===== src/rtl/fht_rd_unload_if.sv =====
// fht_rd_unload_if: FHT RAM read port plus the natural-order sample stream of the result unloader.
interface fht_rd_unload_if #(
    parameter int unsigned D_BIT = 16,
    parameter int unsigned A_BIT = 8
);
    logic             iSTART;
    logic [A_BIT-1:0] oADDR_RD_0;
    logic [A_BIT-1:0] oADDR_RD_1;
    logic [A_BIT-1:0] oADDR_RD_2;
    logic [A_BIT-1:0] oADDR_RD_3;
    logic [D_BIT-1:0] iDATA_0;
    logic [D_BIT-1:0] iDATA_1;
    logic [D_BIT-1:0] iDATA_2;
    logic [D_BIT-1:0] iDATA_3;
    logic [D_BIT-1:0] oDATA;
    logic             oVALID;
    logic             iREADY;
    logic             oLAST;
    logic             oBUSY;
    logic             oDONE;

    modport master (
        input  iSTART, iDATA_0, iDATA_1, iDATA_2, iDATA_3, iREADY,
        output oADDR_RD_0, oADDR_RD_1, oADDR_RD_2, oADDR_RD_3,
               oDATA, oVALID, oLAST, oBUSY, oDONE
    );

    modport slave (
        output iSTART, iDATA_0, iDATA_1, iDATA_2, iDATA_3, iREADY,
        input  oADDR_RD_0, oADDR_RD_1, oADDR_RD_2, oADDR_RD_3,
               oDATA, oVALID, oLAST, oBUSY, oDONE
    );
endinterface


===== src/rtl/fht_rd_unload.sv =====
// fht_rd_unload: reads the four FHT RAM banks row by row and streams N = 4*2^A_BIT samples in natural order.
// Define FHT_RD_BITREV_EN for bit-reversed row addressing; otherwise rows are read linearly.
module fht_rd_unload #(
    parameter int unsigned D_BIT  = 16,
    parameter int unsigned A_BIT  = 8,
    parameter int unsigned RD_LAT = 1
) (
    input logic             iCLK,
    input logic             iRESET,
    fht_rd_unload_if.master bus
);
    localparam int unsigned N_ROW = 1 << A_BIT;
    localparam int unsigned B_BIT = A_BIT + 2;
    localparam logic [B_BIT-1:0] LAST_BEAT = B_BIT'(4 * N_ROW - 1);
    localparam logic [A_BIT-1:0] LAST_ROW  = A_BIT'(N_ROW - 1);

    typedef enum logic [1:0] {S_IDLE, S_RUN, S_FLUSH} state_t;

    function automatic logic [A_BIT-1:0] row_addr(input logic [A_BIT-1:0] j);
        logic [A_BIT-1:0] r;
`ifdef FHT_RD_BITREV_EN
        for (int i = 0; i < int'(A_BIT); i++) r[i] = j[int'(A_BIT) - 1 - i];
`else
        r = j;
`endif
        return r;
    endfunction

    state_t           state_q, state_d;
    logic [A_BIT-1:0] row_q, row_d;
    logic [A_BIT-1:0] addr_q, addr_d;
    logic [RD_LAT:0]  pipe_q, pipe_d;
    logic [1:0]       occ_q, occ_d;
    logic [1:0]       full_q, full_d;
    logic             rd_sel_q, rd_sel_d;
    logic             wr_sel_q, wr_sel_d;
    logic [1:0]       bidx_q, bidx_d;
    logic [B_BIT-1:0] beat_q, beat_d;
    logic [D_BIT-1:0] data_q, data_d;
    logic             valid_q, valid_d;
    logic             last_q, last_d;
    logic             busy_q, busy_d;
    logic             done_q, done_d;

    logic [D_BIT-1:0] rowbuf_q [2][4];
    logic [D_BIT-1:0] in_row [4];
    logic [D_BIT-1:0] word;
    logic             cap, avail, out_free, pop, free_buf, issue;

    assign in_row[0] = bus.iDATA_0;
    assign in_row[1] = bus.iDATA_1;
    assign in_row[2] = bus.iDATA_2;
    assign in_row[3] = bus.iDATA_3;

    // Next-state: fetcher, ping-pong capture, output streamer and control FSM.
    always_comb begin
        state_d  = state_q;
        row_d    = row_q;
        addr_d   = addr_q;
        occ_d    = occ_q;
        full_d   = full_q;
        rd_sel_d = rd_sel_q;
        wr_sel_d = wr_sel_q;
        bidx_d   = bidx_q;
        beat_d   = beat_q;
        data_d   = data_q;
        valid_d  = valid_q;
        last_d   = last_q;
        busy_d   = busy_q;
        done_d   = 1'b0;
        issue    = 1'b0;

        cap      = pipe_q[RD_LAT];
        // An empty read buffer can only be the target of the row arriving now, so bypass it.
        avail    = full_q[rd_sel_q] | (cap & (wr_sel_q == rd_sel_q));
        word     = full_q[rd_sel_q] ? rowbuf_q[rd_sel_q][bidx_q] : in_row[bidx_q];
        out_free = ~valid_q | bus.iREADY;
        pop      = out_free & avail;
        free_buf = pop & (bidx_q == 2'd3);

        if (pop) begin
            data_d  = word;
            valid_d = 1'b1;
            last_d  = (beat_q == LAST_BEAT);
            beat_d  = (beat_q == LAST_BEAT) ? beat_q : beat_q + B_BIT'(1);
            bidx_d  = bidx_q + 2'd1;
            if (free_buf) begin
                full_d[rd_sel_q] = 1'b0;
                rd_sel_d         = ~rd_sel_q;
            end
        end else if (out_free) begin
            valid_d = 1'b0;
            last_d  = 1'b0;
        end

        if (cap) begin
            full_d[wr_sel_q] = 1'b1;
            wr_sel_d         = ~wr_sel_q;
        end

        case (state_q)
            S_IDLE: begin
                if (bus.iSTART && !done_q) begin
                    issue    = 1'b1;
                    row_d    = '0;
                    addr_d   = row_addr('0);
                    beat_d   = '0;
                    bidx_d   = '0;
                    rd_sel_d = 1'b0;
                    wr_sel_d = 1'b0;
                    busy_d   = 1'b1;
                    state_d  = S_RUN;
                end
            end
            S_RUN: begin
                if (occ_q < 2'd2 || free_buf) begin
                    issue  = 1'b1;
                    row_d  = row_q + A_BIT'(1);
                    addr_d = row_addr(row_q + A_BIT'(1));
                    if (row_q + A_BIT'(1) == LAST_ROW) state_d = S_FLUSH;
                end
            end
            S_FLUSH: begin
                if (valid_q && last_q && bus.iREADY) begin
                    busy_d  = 1'b0;
                    done_d  = 1'b1;
                    state_d = S_IDLE;
                end
            end
            default: state_d = S_IDLE;
        endcase

        occ_d  = occ_q + 2'(issue) - 2'(free_buf);
        pipe_d = {pipe_q[RD_LAT-1:0], issue};
    end

    always_ff @(posedge iCLK or posedge iRESET) begin
        if (iRESET) begin
            state_q  <= S_IDLE;
            row_q    <= '0;
            addr_q   <= '0;
            pipe_q   <= '0;
            occ_q    <= '0;
            full_q   <= '0;
            rd_sel_q <= 1'b0;
            wr_sel_q <= 1'b0;
            bidx_q   <= '0;
            beat_q   <= '0;
            data_q   <= '0;
            valid_q  <= 1'b0;
            last_q   <= 1'b0;
            busy_q   <= 1'b0;
            done_q   <= 1'b0;
        end else begin
            state_q  <= state_d;
            row_q    <= row_d;
            addr_q   <= addr_d;
            pipe_q   <= pipe_d;
            occ_q    <= occ_d;
            full_q   <= full_d;
            rd_sel_q <= rd_sel_d;
            wr_sel_q <= wr_sel_d;
            bidx_q   <= bidx_d;
            beat_q   <= beat_d;
            data_q   <= data_d;
            valid_q  <= valid_d;
            last_q   <= last_d;
            busy_q   <= busy_d;
            done_q   <= done_d;
        end
    end

    // Row payload storage; validity is tracked by full_q, so no reset is needed here.
    always_ff @(posedge iCLK) begin
        if (cap) begin
            for (int b = 0; b < 4; b++) rowbuf_q[wr_sel_q][b] <= in_row[b];
        end
    end

    assign bus.oADDR_RD_0 = addr_q;
    assign bus.oADDR_RD_1 = addr_q;
    assign bus.oADDR_RD_2 = addr_q;
    assign bus.oADDR_RD_3 = addr_q;
    assign bus.oDATA      = data_q;
    assign bus.oVALID     = valid_q;
    assign bus.oLAST      = last_q;
    assign bus.oBUSY      = busy_q;
    assign bus.oDONE      = done_q;
endmodule


===== src/flat_wrapper.sv =====
// flat-port wrapper written by rule: the top's interface ports become plain ports
module fht_rd_unload_flat 
#(
    parameter int unsigned D_BIT  = 16,
    parameter int unsigned A_BIT  = 8,
    parameter int unsigned RD_LAT = 1
)
  (iCLK, iRESET, bus_iSTART, bus_iDATA_0, bus_iDATA_1, bus_iDATA_2, bus_iDATA_3, bus_iREADY, bus_oADDR_RD_0, bus_oADDR_RD_1, bus_oADDR_RD_2, bus_oADDR_RD_3, bus_oDATA, bus_oVALID, bus_oLAST, bus_oBUSY, bus_oDONE);
  fht_rd_unload_if #(.D_BIT(D_BIT), .A_BIT(A_BIT)) bus_i ();
  input logic iCLK;
  input logic iRESET;
  input wire logic [$bits(bus_i.iSTART)-1:0] bus_iSTART;
  input wire logic [$bits(bus_i.iDATA_0)-1:0] bus_iDATA_0;
  input wire logic [$bits(bus_i.iDATA_1)-1:0] bus_iDATA_1;
  input wire logic [$bits(bus_i.iDATA_2)-1:0] bus_iDATA_2;
  input wire logic [$bits(bus_i.iDATA_3)-1:0] bus_iDATA_3;
  input wire logic [$bits(bus_i.iREADY)-1:0] bus_iREADY;
  output wire logic [$bits(bus_i.oADDR_RD_0)-1:0] bus_oADDR_RD_0;
  output wire logic [$bits(bus_i.oADDR_RD_1)-1:0] bus_oADDR_RD_1;
  output wire logic [$bits(bus_i.oADDR_RD_2)-1:0] bus_oADDR_RD_2;
  output wire logic [$bits(bus_i.oADDR_RD_3)-1:0] bus_oADDR_RD_3;
  output wire logic [$bits(bus_i.oDATA)-1:0] bus_oDATA;
  output wire logic [$bits(bus_i.oVALID)-1:0] bus_oVALID;
  output wire logic [$bits(bus_i.oLAST)-1:0] bus_oLAST;
  output wire logic [$bits(bus_i.oBUSY)-1:0] bus_oBUSY;
  output wire logic [$bits(bus_i.oDONE)-1:0] bus_oDONE;
  assign bus_i.iSTART = bus_iSTART;
  assign bus_i.iDATA_0 = bus_iDATA_0;
  assign bus_i.iDATA_1 = bus_iDATA_1;
  assign bus_i.iDATA_2 = bus_iDATA_2;
  assign bus_i.iDATA_3 = bus_iDATA_3;
  assign bus_i.iREADY = bus_iREADY;
  assign bus_oADDR_RD_0 = bus_i.oADDR_RD_0;
  assign bus_oADDR_RD_1 = bus_i.oADDR_RD_1;
  assign bus_oADDR_RD_2 = bus_i.oADDR_RD_2;
  assign bus_oADDR_RD_3 = bus_i.oADDR_RD_3;
  assign bus_oDATA = bus_i.oDATA;
  assign bus_oVALID = bus_i.oVALID;
  assign bus_oLAST = bus_i.oLAST;
  assign bus_oBUSY = bus_i.oBUSY;
  assign bus_oDONE = bus_i.oDONE;
  fht_rd_unload #(.D_BIT(D_BIT), .A_BIT(A_BIT), .RD_LAT(RD_LAT)) u_core (.iCLK(iCLK), .iRESET(iRESET), .bus(bus_i));
endmodule

===== config.mk =====
export PLATFORM = sky130hd
export DESIGN_NAME = fht_rd_unload_flat
export DESIGN_NICKNAME = d
export VERILOG_FILES = /design/src/rtl/fht_rd_unload_if.sv /design/src/rtl/fht_rd_unload.sv /design/src/flat_wrapper.sv
export SDC_FILE = /design/constraint.sdc
export NUM_CORES = 1
export LEC_CHECK = 0
export CORE_ASPECT_RATIO = 1.2
export CORE_MARGIN = 5
export CORE_UTILIZATION = 58
export DETAILED_ROUTE_END_ITERATION = 10
export PLACE_DENSITY_LB_ADDON = 0.2
export SYNTH_ARGS = -nofsm -noshare
export SYNTH_HDL_FRONTEND = slang
export SYNTH_SLANG_ARGS = --single-unit

===== constraint.sdc =====
create_clock -name iCLK -period 4.7 [get_ports iCLK]
set_input_delay 0.47 -clock iCLK [delete_from_list [all_inputs] [get_ports iCLK]]
set_output_delay 0.47 -clock iCLK [all_outputs]
set_load 0.1 [all_outputs]

# Word level (Yosys, flattened, before mapping)
# Memory sizes are Yosys's and may differ from the RTL's.
# Cells that the tools add are included.
# totals
ff_bits,50
ram_bits,128
inputBits,68
output_inout_bits,52
elab_cells,113
memories,1
# mem_list
memory,words,word_bits,rd,rd_ports_with_merged_regs,write_ports,line,text
u_core.rowbuf_q,2,64,1,0,1,fht_rd_unload.sv:45,logic [D_BIT-1:0] rowbuf_q [2][4];
# classes
add_sub_neg,5
magnitude_cmp,6
n_eq_ne,10
muxes,51
bitwise_logic,12
n_reduce_logical,14
# op_table
op,n
$mux 16,5
$bmux 16 s2,2
$mux 10,4
$mux 1,22
$mux 2,10
$mux 8,2
$pmux 8 s2,1
$add 10x1->10 const B,1
$eq 10x10->1 const B,1
$add 8x1->8 const B,1
$eq 8x8->1 const B,1
$ne 2x1->1 const B,4
$pmux 2 s3,1
$reduce_and 3->1,2
$reduce_bool 2->1,3
$logic_and 1x1->1,5
$eq 2x2->1 const B,2
$lt 1x2->1 const B,2
$pmux 1 s2,2
$reduce_and 4->1,1
$and 1x1->1,3
$ge 3x3->1 const B,1
$not 1->1,3
$not 2->3,1
other kinds (15),18

# Longest topological paths before layout
# logic_depth
word_depth,10
mapped_depth,9
depth_no_buf,9

# Worst setup path before layout
# OpenSTA, ideal clock, no wires.
# synth_path
path_kind,reg-to-reg
from,"reg u_core.valid_q, in the netlist u_core.bus.oVALID"
to,reg u_core.occ_q[1]
setup_ps,123
arrival_time_ps,2372
required_time_ps,4577
path_slack_ps,2205
stages_incl_launch_ff,10
n_path_buf,1
period_less_slack_ps,2495
cell_sequence,dfrtp_1 > nor2b_1 > a221oi_4 > a21boi_4 > o21ba_1 > buf_6 > inv_1 > ha_1 > xnor2_1 > xnor2_1
# synth_between
elab_chain_cells,9
# synth_rtl
element,line,text
from (decl),fht_rd_unload.sv:40,"logic valid_q, valid_d;"
from (signal assigned),fht_rd_unload.sv:166,valid_q <= valid_d;
$not 1->1,fht_rd_unload.sv:77,out_free = ~valid_q | bus.iREADY;
$or 1x1->1,fht_rd_unload.sv:77,
$and 1x1->1,fht_rd_unload.sv:78,pop = out_free & avail;
$and 1x1->1,fht_rd_unload.sv:79,free_buf = pop & (bidx_q == 2'd3);
$logic_or 1x1->1,fht_rd_unload.sv:116,if (occ_q < 2'd2 || free_buf) begin
$mux 1,fht_rd_unload.sv:116,
$pmux 1 s2,fht_rd_unload.sv:101,case (state_q)
net u_core.issue,fht_rd_unload.sv:48,"logic cap, avail, out_free, pop, free_buf, issue;"
$add 2x1->2,fht_rd_unload.sv:133,occ_d = occ_q + 2'(issue) - 2'(free_buf);
$sub 2x1->2,fht_rd_unload.sv:133,
net u_core.occ_d[1],fht_rd_unload.sv:33,"logic [1:0] occ_q, occ_d;"
to (signal assigned),fht_rd_unload.sv:143,occ_q <= '0;
to (signal assigned),fht_rd_unload.sv:159,occ_q <= occ_d;
to (decl),fht_rd_unload.sv:33,
# The timed path passes the listed nets, and every way through them passes these cells.
# A chain may end at the register's enable or synchronous reset.

# Final worst setup path
# layout_path
from,reg u_core.rd_sel_q
to,"reg u_core.data_q[0], in the netlist u_core.bus.oDATA[0]"
# layout_between
elab_chain_cells,5
word_cells_on_any_way,11
classes_between,eq/ne: 1; mux: 6; bitwise: 3; memory: 1
# layout_rtl
element,line,text
from (decl),fht_rd_unload.sv:35,"logic rd_sel_q, rd_sel_d;"
from (signal assigned),fht_rd_unload.sv:161,rd_sel_q <= rd_sel_d;
$mem_v2 2x64,n/a,
$bmux 16 s2,fht_rd_unload.sv:76,word = full_q[rd_sel_q] ? rowbuf_q[rd_sel_q][bidx_q] : in_row[bidx_q];
$mux 16 (implied by the code) (2 in a row),fht_rd_unload.sv:76,
$mux 16,fht_rd_unload.sv:76,
to (signal assigned),fht_rd_unload.sv:165,data_q <= data_d;
to (decl),fht_rd_unload.sv:39,"logic [D_BIT-1:0] data_q, data_d;"
# Several ways; a longest one is shown, not always the timed one. The select of a mux whose other input is x is not followed.

==> impl_metrics.env <==
export IMPL_drc=0
export IMPL_drt_iter0_drc=358
export IMPL_synth_top_family_by_area="multiplexers"
export IMPL_routed_top_layer="met4"
export IMPL_worst_endpoint_required_ps=5020
export IMPL_hp_class="flip-flop to flip-flop"
export IMPL_die_area_sq_um=15910
export IMPL_vias=4574
export IMPL_wire_per_inst_microns=22.26
export IMPL_routed_wl_mm=16.50
export IMPL_hpwl_mm=10.74
export IMPL_ff2ff_path_depth=6
export IMPL_path_clk_slew_ps=70
export IMPL_avgSynthCellArea_sq_um=16.89
export IMPL_post_route_period_util=0.5995
export IMPL_synth_xor_area_share=0.01008
export IMPL_crit_arrival_ps=3130
export IMPL_grt_overflow=0
export IMPL_portBuffers=119
export IMPL_yosysTopAreaCellShare=0.4916
export IMPL_final_layout_size_suffix_gt1_frac=0.1780
export IMPL_cts_repair_resized=0
export IMPL_max_freq_ghz=0.3549
export IMPL_yosysSeqAreaShare=0.6516
export IMPL_crit_type="flip-flop to flip-flop"
export IMPL_finalMaxSlewViolations=0
export IMPL_ys_types=50
export IMPL_synth_nets=539
export IMPL_dr_wl_met3_microns=952
export IMPL_cp_start_kind="flip-flop"
export IMPL_area_delta_synth_final_pct=22.18
export IMPL_netlist_instances=463
export IMPL_maxSlewHeadroom=0.2833
export IMPL_synth_compound_area_share=0.05889
export IMPL_initial_core_util=0.5906
export IMPL_async_flop_share=0.2809
export IMPL_clk_latency_ps=420
export IMPL_hold_viol=0
export IMPL_hold_depth=0
export IMPL_die_h_microns=137.2
export IMPL_min_period_ps=2818
export IMPL_synthMuxAreaShare=0.1655
export IMPL_core_area_sq_um=13240
export IMPL_met1_length_mm=6.119
export IMPL_ys_flop_type="edfxtp_1"
export IMPL_status="complete, no violations"
export IMPL_ant_nets=0
export IMPL_grtUsageTotal=0.2177
export IMPL_min_delay_start="u_core.pipe_q[0]$_DFF_PP0_"
export IMPL_cts_tree="done"
export IMPL_grt_setup_unrepaired="no"
export IMPL_worst_slew_pin_slew_ps=1075
export IMPL_antenna_found_initial=0
export IMPL_synth_top_area_cell="edfxtp_1"
export IMPL_numCtsBuffers=17
export IMPL_first_pass_iters=7
export IMPL_r2r_end="u_core.bus.oDATA[0]$_DFFE_PP0N_"
export IMPL_die_x_microns=116.0
export IMPL_r2r_start="u_core.rd_sel_q$_DFF_PP0_"
export IMPL_hold_buffers=0
export IMPL_final_area_sq_um=9553
export IMPL_syn_cell_area_sq_um=7819
export IMPL_root_buffer="clkbuf_16"
export IMPL_cts_num_sinks=178
export IMPL_setup_viol=0
export IMPL_critPathMaxFanout=21
export IMPL_min_to="u_core.pipe_q[1]$_DFF_PP0_"
export IMPL_r2r_setup_slack_ps=1880
export IMPL_ios=120
export IMPL_tns_ps=0
export IMPL_place_area_sq_um=8994
export IMPL_ys_ff_latch=178
export IMPL_viasPerCell=6.173
export IMPL_synth_fa_ha_area_frac=0.01280
export IMPL_cts_htree_levels=4
export IMPL_cap_violations=0
export IMPL_place_congestion=0.7957
export IMPL_grt_pass1_vias=4744
export IMPL_core_rowCount=46
export IMPL_cts_buffer_depth=2
export IMPL_grt_pass1_wl_mm=25.59
export IMPL_grt_max_degree=51
export IMPL_post_cts_setup_buffers=0
export IMPL_yosys_warnings=0
export IMPL_skew_ps=12.47
export IMPL_diodes=0
export IMPL_synth_area_leaders="edfxtp_1 (49%), dfrtp_1 (16%), mux4_2 (14%)"
export IMPL_synth_edff_count=128
export IMPL_critPathCaptureType="flip-flop"
export IMPL_wl_met2_mm=9.152
export IMPL_synthSimpleGateAreaFrac=0.05921
export IMPL_layout_nets=636
==> synth_stat cells, types with 2 or more instances <==
master	instances
dfrtp_1	50
or2_2	2
nor3_1	24
mux2i_1	19
nor2_1	17
a22oi_1	2
a21o_1	2
nand2_1	15
a211oi_1	2
clkbuf_1	11
nor2b_1	3
buf_4	26
a221o_1	21
nand4_1	2
a21oi_1	5
xnor2_1	8
nand3_1	7
nor4_1	4
a22o_1	3
inv_1	9
buf_2	7
ha_1	8
o31ai_1	2
buf_1	3
edfxtp_1	128
o21ai_0	7
mux2_2	2
and2_1	3
mux4_2	48
nand2b_1	3
==> area by class of cell <==
type,count,area [sq um]
clock inverters,15,133.9
well taps,168,210.2
repair buffers,126,1244
clock buffers,17,425.4
inverters,9,33.78
flip-flops and latches,178,5099
multi-input cells,228,2407
fillers,833,3685
==> per-stage QoR <==
stage,setup WS (ps),hold WS (ps),util,std cells
global placement,1962,376.4,0.6794,709
floorplan,2205,331.2,-,463
CTS,1856,385.7,0.7216,741
global route,1604,382.3,0.7216,741
finish,1882,379.6,0.7216,741
detailed placement,1851,382.0,0.6794,709
==> cell usage in the layout, fill, tap and decap left out, types with 4 or more instances in the layout <==
cell type	synthesis	routed
a221o_1	21	21
nand2_1	15	15
inv_1	9	8
ha_1	8	6
mux2i_1	19	18
clkbuf_16	0	17
nand3_1	7	7
buf_4	26	7
o21ai_0	7	7
a21oi_1	5	5
nor2_1	17	17
mux4_2	48	48
clkdlybuf4s50_1	0	119
nor4_1	4	4
edfxtp_1	128	128
clkinv_4	0	5
nor3_1	24	24
xnor2_1	8	8
dfrtp_1	50	47
==> state kept, by name, indices dropped and copies added (netlist names) <==
| signal | count |
|---|---|
| u_core.wr_sel_q | 1 |
| u_core.occ_q | 2 |
| u_core.bus.oDONE | 1 |
| u_core.beat_q | 10 |
| u_core.bus.oLAST | 1 |
| u_core.bidx_q | 2 |
| u_core.bus.oDATA | 16 |
| u_core.pipe_q | 2 |
| u_core.rd_sel_q | 1 |
| u_core.bus.oVALID | 1 |
| u_core.bus.oBUSY | 1 |
| u_core.row_q | 8 |
| u_core.full_q | 2 |
| u_core.rowbuf_q | 128 |
| u_core.state_q | 2 |
==> worst max-delay path, stage by stage, from the launching register on <==
cell and delay, ps:
dfrtp_2 770, buf_4 520, mux2i_2 260, buf_4 260, and2_1 590, a22oi_1 160, o31ai_1 130
==> routing by layer <==
metal	GRT usage	up-vias
met5	0	-
met4	0.07866	0
met3	0.04613	20
met2	0.3816	187
met1	0.2670	2335
li1	-	2032
==> kinds of logic (layout without fill, tap and decap cells) <==
logic type,Yosys count,in the layout
xor gates and xnor gates,9,9
muxes,69,69
adders and majority gates,8,8
and+or+nand+nor,90,90
buffers and inverters,57,167
AOI/OAI and AO/OA,52,52
DFF,178,178
==> how the worst max path moves through the flow <==
stage / from / to
3_5_place_dp: bus_iREADY / u_core.occ_q[1]$_DFF_PP0_
2_1_floorplan: u_core.bus.oVALID$_DFFE_PP0P_ / u_core.occ_q[1]$_DFF_PP0_
3_3_place_gp: bus_iREADY / u_core.occ_q[1]$_DFF_PP0_
6_report: u_core.rd_sel_q$_DFF_PP0_ / u_core.bus.oDATA[0]$_DFFE_PP0N_
4_1_cts: u_core.rd_sel_q$_DFF_PP0_ / u_core.bus.oDATA[0]$_DFFE_PP0N_
5_1_grt: u_core.rd_sel_q$_DFF_PP0_ / u_core.bus.oDATA[0]$_DFFE_PP0N_
Power is left out: the tool's default activity adds up to more than one toggle a clock period on the data nets, which glitch-free logic cannot reach.
